## src/rtl/placar_multitime.sv

```systemverilog
// placar_multitime: registered multi-team scoreboard with button sync, saturating score updates, buzzer and scanned 7-segment display (optional leading-zero blanking via BLANK_ZEROS_EN)
module placar_multitime #(
  parameter int N_TIMES = 2,
  parameter int PONTOS_W = 8,
  parameter int PONTOS_MAX = 199,
  parameter int DIGITOS = 3,
  parameter int SCAN_DIV = 1000,
  parameter int BUZZER_CICLOS = 50000,
  localparam int SEL_W = (N_TIMES > 2) ? $clog2(N_TIMES) : 1
) (
  input  logic                          clock,
  input  logic                          resetN,
  input  logic [2:0]                    cBotoes,
  input  logic                          chaveNP,
  input  logic [SEL_W-1:0]              selTime,
  input  logic                          zerar,
  output logic [N_TIMES*PONTOS_W-1:0]   pontos,
  output logic [6:0]                    display,
  output logic [N_TIMES*DIGITOS-1:0]    escolhaDisplay,
  output logic                          buzzer,
  output logic                          led
);
  localparam int NDIG = N_TIMES * DIGITOS;
  localparam int IW = $clog2(NDIG);
  localparam int CW = $clog2(SCAN_DIV);
  localparam int BW = $clog2(BUZZER_CICLOS + 1);
  localparam logic [SEL_W:0] N_LIM = (SEL_W + 1)'(N_TIMES);
  localparam logic [PONTOS_W+1:0] MAX_W = (PONTOS_W + 2)'(PONTOS_MAX);
  localparam logic [PONTOS_W-1:0] MAX_P = PONTOS_W'(PONTOS_MAX);
  localparam logic [BW-1:0] BUZ_LD = BW'(BUZZER_CICLOS);
  localparam logic [CW-1:0] CNT_LAST = CW'(SCAN_DIV - 1);
  localparam logic [IW-1:0] IDX_LAST = IW'(NDIG - 1);

  logic [3:0] s1, s2, s3, pul;
  logic [PONTOS_W-1:0] score [N_TIMES];
  logic [1:0] inc;
  logic upd, sel_ok, sat;
  logic [PONTOS_W-1:0] cur;
  logic [PONTOS_W+1:0] sum;
  logic [BW-1:0] buz_cnt;
  logic [CW-1:0] cnt, cnt_n;
  logic [IW-1:0] idx, idx_n;
  logic wrap;
  logic [DIGITOS*4-1:0] bcd [N_TIMES];
  logic [3:0] dig;
  logic [6:0] seg_n;
`ifdef BLANK_ZEROS_EN
  logic blank;
`endif

  function automatic logic [DIGITOS*4-1:0] dabble(input logic [PONTOS_W-1:0] v);
    logic [DIGITOS*4-1:0] b;
    b = '0;
    for (int i = PONTOS_W - 1; i >= 0; i--) begin
      for (int d = 0; d < DIGITOS; d++)
        if (b[d*4+:4] > 4'd4) b[d*4+:4] = b[d*4+:4] + 4'd3;
      b = {b[DIGITOS*4-2:0], v[i]};
    end
    return b;
  endfunction

  function automatic logic [6:0] seg7(input logic [3:0] v);
    case (v)
      4'd0: return 7'b1000000;
      4'd1: return 7'b1111001;
      4'd2: return 7'b0100100;
      4'd3: return 7'b0110000;
      4'd4: return 7'b0011001;
      4'd5: return 7'b0010010;
      4'd6: return 7'b0000010;
      4'd7: return 7'b1111000;
      4'd8: return 7'b0000000;
      4'd9: return 7'b0010000;
      default: return 7'b1111111;
    endcase
  endfunction

  for (genvar t = 0; t < N_TIMES; t++) begin : g_out
    assign pontos[t*PONTOS_W +: PONTOS_W] = score[t];
  end

  assign buzzer = buz_cnt != '0;

  // Edge pulses (bit3 = zerar), increment priority and add/sub arithmetic for the selected team
  always_comb begin
    pul = s2 & ~s3;
    inc = pul[2] ? 2'd3 : pul[1] ? 2'd2 : {1'b0, pul[0]};
    upd = |pul;
    sel_ok = {1'b0, selTime} < N_LIM;
    cur = sel_ok ? score[selTime] : '0;
    sum = {2'b00, cur} + (PONTOS_W + 2)'(inc);
    sat = sum > MAX_W;
  end

  // Two-flop synchroniser plus a previous-value flop for edge detection
  always_ff @(posedge clock) begin
    if (!resetN) begin
      s1 <= '0;
      s2 <= '0;
      s3 <= '0;
    end else begin
      s1 <= {zerar, cBotoes};
      s2 <= s1;
      s3 <= s2;
    end
  end

  // Score update: invalid team flags error, clear beats buttons, add saturates, sub refuses underflow
  always_ff @(posedge clock) begin
    if (!resetN) begin
      for (int t = 0; t < N_TIMES; t++) score[t] <= '0;
      led <= 1'b0;
    end else if (upd) begin
      if (!sel_ok) led <= 1'b1;
      else if (pul[3]) begin
        score[selTime] <= '0;
        led <= 1'b0;
      end else if (!chaveNP) begin
        score[selTime] <= sat ? MAX_P : sum[PONTOS_W-1:0];
        led <= 1'b0;
      end else if (PONTOS_W'(inc) > cur) led <= 1'b1;
      else begin
        score[selTime] <= cur - PONTOS_W'(inc);
        led <= 1'b0;
      end
    end
  end

  // Buzzer countdown, reloaded on every saturating add
  always_ff @(posedge clock) begin
    if (!resetN) buz_cnt <= '0;
    else if (upd && sel_ok && !pul[3] && !chaveNP && sat) buz_cnt <= BUZ_LD;
    else buz_cnt <= (buz_cnt != '0) ? buz_cnt - 1'b1 : '0;
  end

  // BCD conversion of every live score
  always_comb begin
    for (int t = 0; t < N_TIMES; t++) bcd[t] = dabble(score[t]);
  end

  // Scan sequencing and selection of the digit that will be lit after the next edge
  always_comb begin
    wrap = cnt == CNT_LAST;
    cnt_n = wrap ? '0 : cnt + 1'b1;
    idx_n = !wrap ? idx : (idx == IDX_LAST) ? '0 : idx + 1'b1;
    dig = '0;
`ifdef BLANK_ZEROS_EN
    blank = 1'b0;
`endif
    for (int t = 0; t < N_TIMES; t++)
      for (int d = 0; d < DIGITOS; d++)
        if (idx_n == IW'(t * DIGITOS + d)) begin
          dig = bcd[t][d*4+:4];
`ifdef BLANK_ZEROS_EN
          blank = (d > 0) && ((bcd[t] >> (4 * d)) == '0);
`endif
        end
`ifdef BLANK_ZEROS_EN
    seg_n = blank ? 7'b1111111 : seg7(dig);
`else
    seg_n = seg7(dig);
`endif
  end

  // Registered scan outputs so segments and enables only move on clock edges
  always_ff @(posedge clock) begin
    if (!resetN) begin
      cnt <= '0;
      idx <= '0;
      escolhaDisplay <= ~NDIG'(1);
      display <= 7'b1000000;
    end else begin
      cnt <= cnt_n;
      idx <= idx_n;
      escolhaDisplay <= ~(NDIG'(1) << idx_n);
      display <= seg_n;
    end
  end
endmodule

```

## config.mk

```make
export PLATFORM = sky130hd
export DESIGN_NAME = placar_multitime
export DESIGN_NICKNAME = d
export VERILOG_FILES = /design/src/rtl/placar_multitime.sv
export SDC_FILE = /design/constraint.sdc
export NUM_CORES = 1
export LEC_CHECK = 0
export CAP_MARGIN = 25
export CORE_MARGIN = 2
export CORE_UTILIZATION = 50
export CTS_CLUSTER_DIAMETER = 60
export DETAILED_ROUTE_END_ITERATION = 8
export DONT_BUFFER_PORTS = 1
export PLACE_DENSITY_LB_ADDON = 0.08
export SKIP_CTS_REPAIR_TIMING = 1
export SLEW_MARGIN = 5
export SYNTH_ARGS = -nofsm -noshare
export SYNTH_HDL_FRONTEND = slang
export SYNTH_SLANG_ARGS = --single-unit
```

## constraint.sdc

```tcl
create_clock -name clock -period 7.57 [get_ports clock]
set_input_delay 1.1355 -clock clock [delete_from_list [all_inputs] [get_ports clock]]
set_output_delay 1.1355 -clock clock [all_outputs]
set_load 0.01 [all_outputs]
```

# Word level (Yosys, flattened, before mapping)

Memories as Yosys holds them, arrays and structs flattened. A register that Yosys moved wholly into a read port is not among the register bits.
Cells that the tools add are included.

Register bits: 48
Bits in latches: 0
Memory bits (writable): 16
Bits in read-only memories: 112
Input port bits: 8
Output and inout port bits: 31
Memories kept: 2

$add $sub $neg: 19
$mul: 0
Div/mod/pow operators: 0
$lt $le $gt $ge: 16
Equality and inequality tests: 7
Shifts and indexed selects: 1
Mux-type cells: 51
Bitwise gates (word level): 7
Reductions and logical operators: 12

Memory list:

| name            | depth | bits a word | rd ports | clocked after memory_dff | write ports | line | RTL |
|---|---|---|---|---|---|---|---|
| (no name shown) | 16    | 7           | 1        | 1                        | 0           | 63   | `case (v)` |
| score           | 2     | 8           | 3        | 0                        | 2           | 35   | `logic [PONTOS_W-1:0] score [N_TIMES];` |

Operators with widths:

| operator                | number |
|---|---|
| $mux W4                 | 20 |
| $add A4 B2 Y4 const B   | 10 |
| $gt A4 B3 Y1 const B    | 10 |
| $mux W16                | 2 |
| $mux W8                 | 4 |
| $mux W1                 | 21 |
| $add A3 B2 Y4 const B   | 4 |
| $reduce_bool A16 Y1     | 1 |
| $sub A16 B1 Y16 const B | 1 |
| $gt A3 B3 Y1 const B    | 4 |
| $add A10 B1 Y10 const B | 1 |
| $eq A10 B10 Y1 const B  | 1 |
| $add A8 B2 Y9           | 1 |
| $eq A3 B3 Y1 const B    | 3 |
| $gt A9 B8 Y1 const B    | 1 |
| $gt A2 B8 Y1            | 1 |
| $reduce_or A8 Y1        | 1 |
| $sub A8 B2 Y8           | 1 |
| $eq A3 B2 Y1 const B    | 2 |
| $mux W3                 | 2 |
| $not A6 Y6              | 1 |
| $shl A1 B3 Y6 const A   | 1 |
| $and A4 B4 Y4           | 1 |
| $mux W2                 | 2 |
| other kinds (11)        | 17 |

# Longest topological paths before layout

An unclocked memory read counts as a cell.

Depth in word-level cells: 17
Mapped depth: 33
Mapped depth without buffers: 30

# Worst setup path after synthesis

OpenSTA, ideal clock, no wires.

Path type: reg-to-reg
Start point: memory score[1][5]
End point: register display[4]
Library setup time: 0.095 ns
Arrival: 6.396 ns
Required time: 7.475 ns
Setup slack: 1.079 ns
Stages on the path, launching flop included: 33
Buffers on the path: 3
Cells stage by stage: edfxtp_1 -> inv_1 -> ha_1 -> inv_1 -> ha_1 -> buf_2 -> xnor2_1 -> ha_1 -> clkbuf_1 -> inv_1 -> a31oi_1 -> xnor2_1 -> ha_1 -> clkbuf_1 -> nor2_1 -> o211ai_1 -> o31ai_2 -> nor2_1 -> xnor2_1 -> ha_1 -> o211ai_1 -> a211o_1 -> nand2_1 -> ha_1 -> a211oi_1 -> or4_1 -> o221a_2 -> xnor2_1 -> o31ai_1 -> a31o_2 -> ha_1 -> mux2_1 -> a221oi_1

RTL lines:

| what               | line | RTL |
|---|---|---|
| start: declaration | 35   |  |
| end: declaration   | 18   | `output logic [6:0] display,` |

==> metrics.csv <==
stage,metric,value,unit
detailed_routing,ant_nets,0,
floorplanning,fp.dieArea,0.01240,mm2
detailed_routing,vias,5260,
clock_tree,cts_sinks,71,
detailed_routing,drt-wirelength-per-cell,17.17,um
floorplanning,dieHeight,111.4,um
setup_path,cp-start-kind,flop,
setup_path,cp.arrival,7060,ps
yosys,yosysWarnings,0,
place,place_inst,845,
layout,layout.cells.non_filler,860,
grt,antenna_found_initial,0,
setup_path,crit_family,compound AO/OA/AOI/OAI gates,
setup_path,worstPathRequired,7810,ps
yosys,ys_seq_area_frac,0.2744,
yosys,syn_inst,724,
place,hpwl,11010,um
clock_tree,cts_buffer_depth,2,
power_and_ir_drop,vdd_drop_max,0.1835,mV
detailed_routing,first_pass_iters,6,
timing,relSlewSlack,0.3682,
timing,setup_violations,0,
timing,setup-tns-final,0,ps
setup_path,cp_common_cell,ha_1,
setup_path,path_max_fanout,11,
floorplanning,io_pins,39,
place,place_area,0.005816,mm2
outcome,outcome,completed,
setup_path,crit_buf_inv,4,
layout,n_antenna_cell,0,
layout,post-route-util,0.5391,
yosys,synth-seq-cells,71,
detailed_routing,finalWirelength,14770,um
place,io_buffers,0,
detailed_routing,drc,0,
layout,drive_gt1_frac,0.06974,
yosys,ys_async_sr_fraction,0,
timing,finalCritPeriodShare,0.9008,
yosys,synth_cell_types,89,
setup_path,critPathSlowestCell,or4_1,
layout,fill_cells,1078,
yosys,syn_area,0.005764,mm2
timing,worst_slew_pin_slew,944.3,ps
clock_tree,clock_latency,340,ps
detailed_routing,routed_via_density,6.116,
floorplanning,die_w,111.4,um
power_and_ir_drop,finalPower,1.481,mW
layout,nets,756,
power_and_ir_drop,leakagePower,2.322,nW
setup_path,crit_path_end_kind,flop,
timing,layout_setup_ws,750.7,ps
timing,fin_hold_ws,430.5,ps
power_and_ir_drop,power.density,242.6,mW/mm2
clock_tree,cts-root-buf,clkbuf_16,
run,maxCapViolations,0,
clock_tree,path_clk_slew,60,ps
detailed_routing,drt_iter0_markers,614,
timing,slew_viol_final,0,
clock_tree,cts_buffers,9,
yosys,synth_edf_count,16,
timing,rsz0062_at_grt,false,
timing,fmax,0.1466,GHz
timing,skew,12.21,ps
grt,groute.usage.overall,0.2436,
layout,final_design_area_no_fill,0.006103,mm2
floorplanning,fp-row-count,39,
place,pre_cts_slack,765.0,ps
yosys,synth_flop_cell,dfxtp_1,
clock_tree,h-tree-depth,3,
grt,grt.overflow.total,0,
floorplanning,initial_utilization,0.5092,
grt,grt_pass1_wl,25010,um
setup_path,critPathMaxStageDelay,490,ps
timing,hold_violations,0,
yosys,avgSynthCellArea,7.962,um2
setup_path,path_class,flop to flop,
layout,area_delta_synth_final,5.882,%
yosys,synth_nets,767,
clock_tree,cts_tree,done,
timing,fin_crit,6819,ps
floorplanning,fp.coreArea,0.01132,mm2
hold_path,worst_hold_path_type,flop to flop,
grt,grt_max_degree,32,
place,routabilityCongestion,0.9068,
grt,grt_pass1_vias,5047,
-- sequential cells by signal (all words and copies together) (netlist names) --
register and flops:
s3 4, s2 4, escolhaDisplay 6, idx 3, display 7, buz_cnt 16, score 16, cnt 10
led 1, s1 4
-- cells by family after synthesis --
kind of cell | Yosys count | synth area share
compound gates | 197 | 0.2409
xor+xnor | 38 | 0.06034
flops | 71 | 0.2744
mux | 19 | 0.03516
buf+inv | 68 | 0.05600
fa+ha+maj | 35 | 0.07858
simple gates | 296 | 0.2546
-- synthesized netlist by cell type, drive strengths merged (8+ instances only) --
master,n,area share
a211oi,10,0.014
a21oi,41,0.037
a31oi,15,0.021
and2,18,0.020
and3,9,0.0098
buf,9,0.011
clkbuf,18,0.018
dfxtp,55,0.19
edfxtp,16,0.083
ha,33,0.072
inv,39,0.025
mux2i,12,0.021
nand2,58,0.038
nand2b,15,0.016
nand3,18,0.016
nor2,99,0.064
nor2b,9,0.0098
nor3,21,0.018
o21ai,45,0.039
o22ai,12,0.014
or3,8,0.0087
xnor2,23,0.036
xor2,15,0.024
-- power by group --
group | leakage, nW | internal (mW) | switching [mW]
Clock | 0.141 | 0.249 | 0.157
Sequential | 0.618 | 0.449 | 0.0553
Combinational | 1.56 | 0.236 | 0.334
Total | 2.32 | 0.934 | 0.546
-- layout by cell type (no fill, tap or decap), types with 8 or more instances in the layout --
cell        n
and3_1      9
nand2_1    58
and2_1     18
o22ai_1    11
a31oi_1    13
dfxtp_1    55
edfxtp_1   16
mux2i_1    12
inv_1      39
nand2b_1   15
ha_1       32
nor2_1     99
nand3_1    18
o21ai_0    43
xor2_1     14
xnor2_1    22
a211oi_1    9
or3_1       8
nor3_1     21
clkbuf_16  10
nor2b_1     9
a21oi_1    39
-- per-layer routing --
layer	part of all wire	track usage	wire length (um)	vias to the layer above
li1	-	-	-	2602
met1	0.45	0.3214	6712	2473
met2	0.47	0.3980	6874	163
met3	0.057	0.05117	848	22
met4	0.023	0.08560	333	0
met5	0	0	0	-
-- cell type report --
type / count / area [um2] / area share
repair buffers: 6 / 45.04 / 0.007380
well taps: 143 / 178.9 / 0.02932
clock inverters: 2 / 13.76 / 0.002255
flip-flops and latches: 71 / 1582 / 0.2591
multi-input cells: 585 / 3862 / 0.6328
clock buffers: 13 / 271.5 / 0.04449
inverters: 40 / 150.1 / 0.02460
-- final timing paths --
kind	from	end	slack [ps]	cells after the start
worst max-delay path	score[1][6]	display[4]	750	30
worst min-delay path	s1[2]	s2[2]	430	1
worst max register to register	score[1][6]	display[4]	750	30
worst min register to register	s1[2]	s2[2]	430	1
Note: power is estimated with default switching activity, not from simulation.
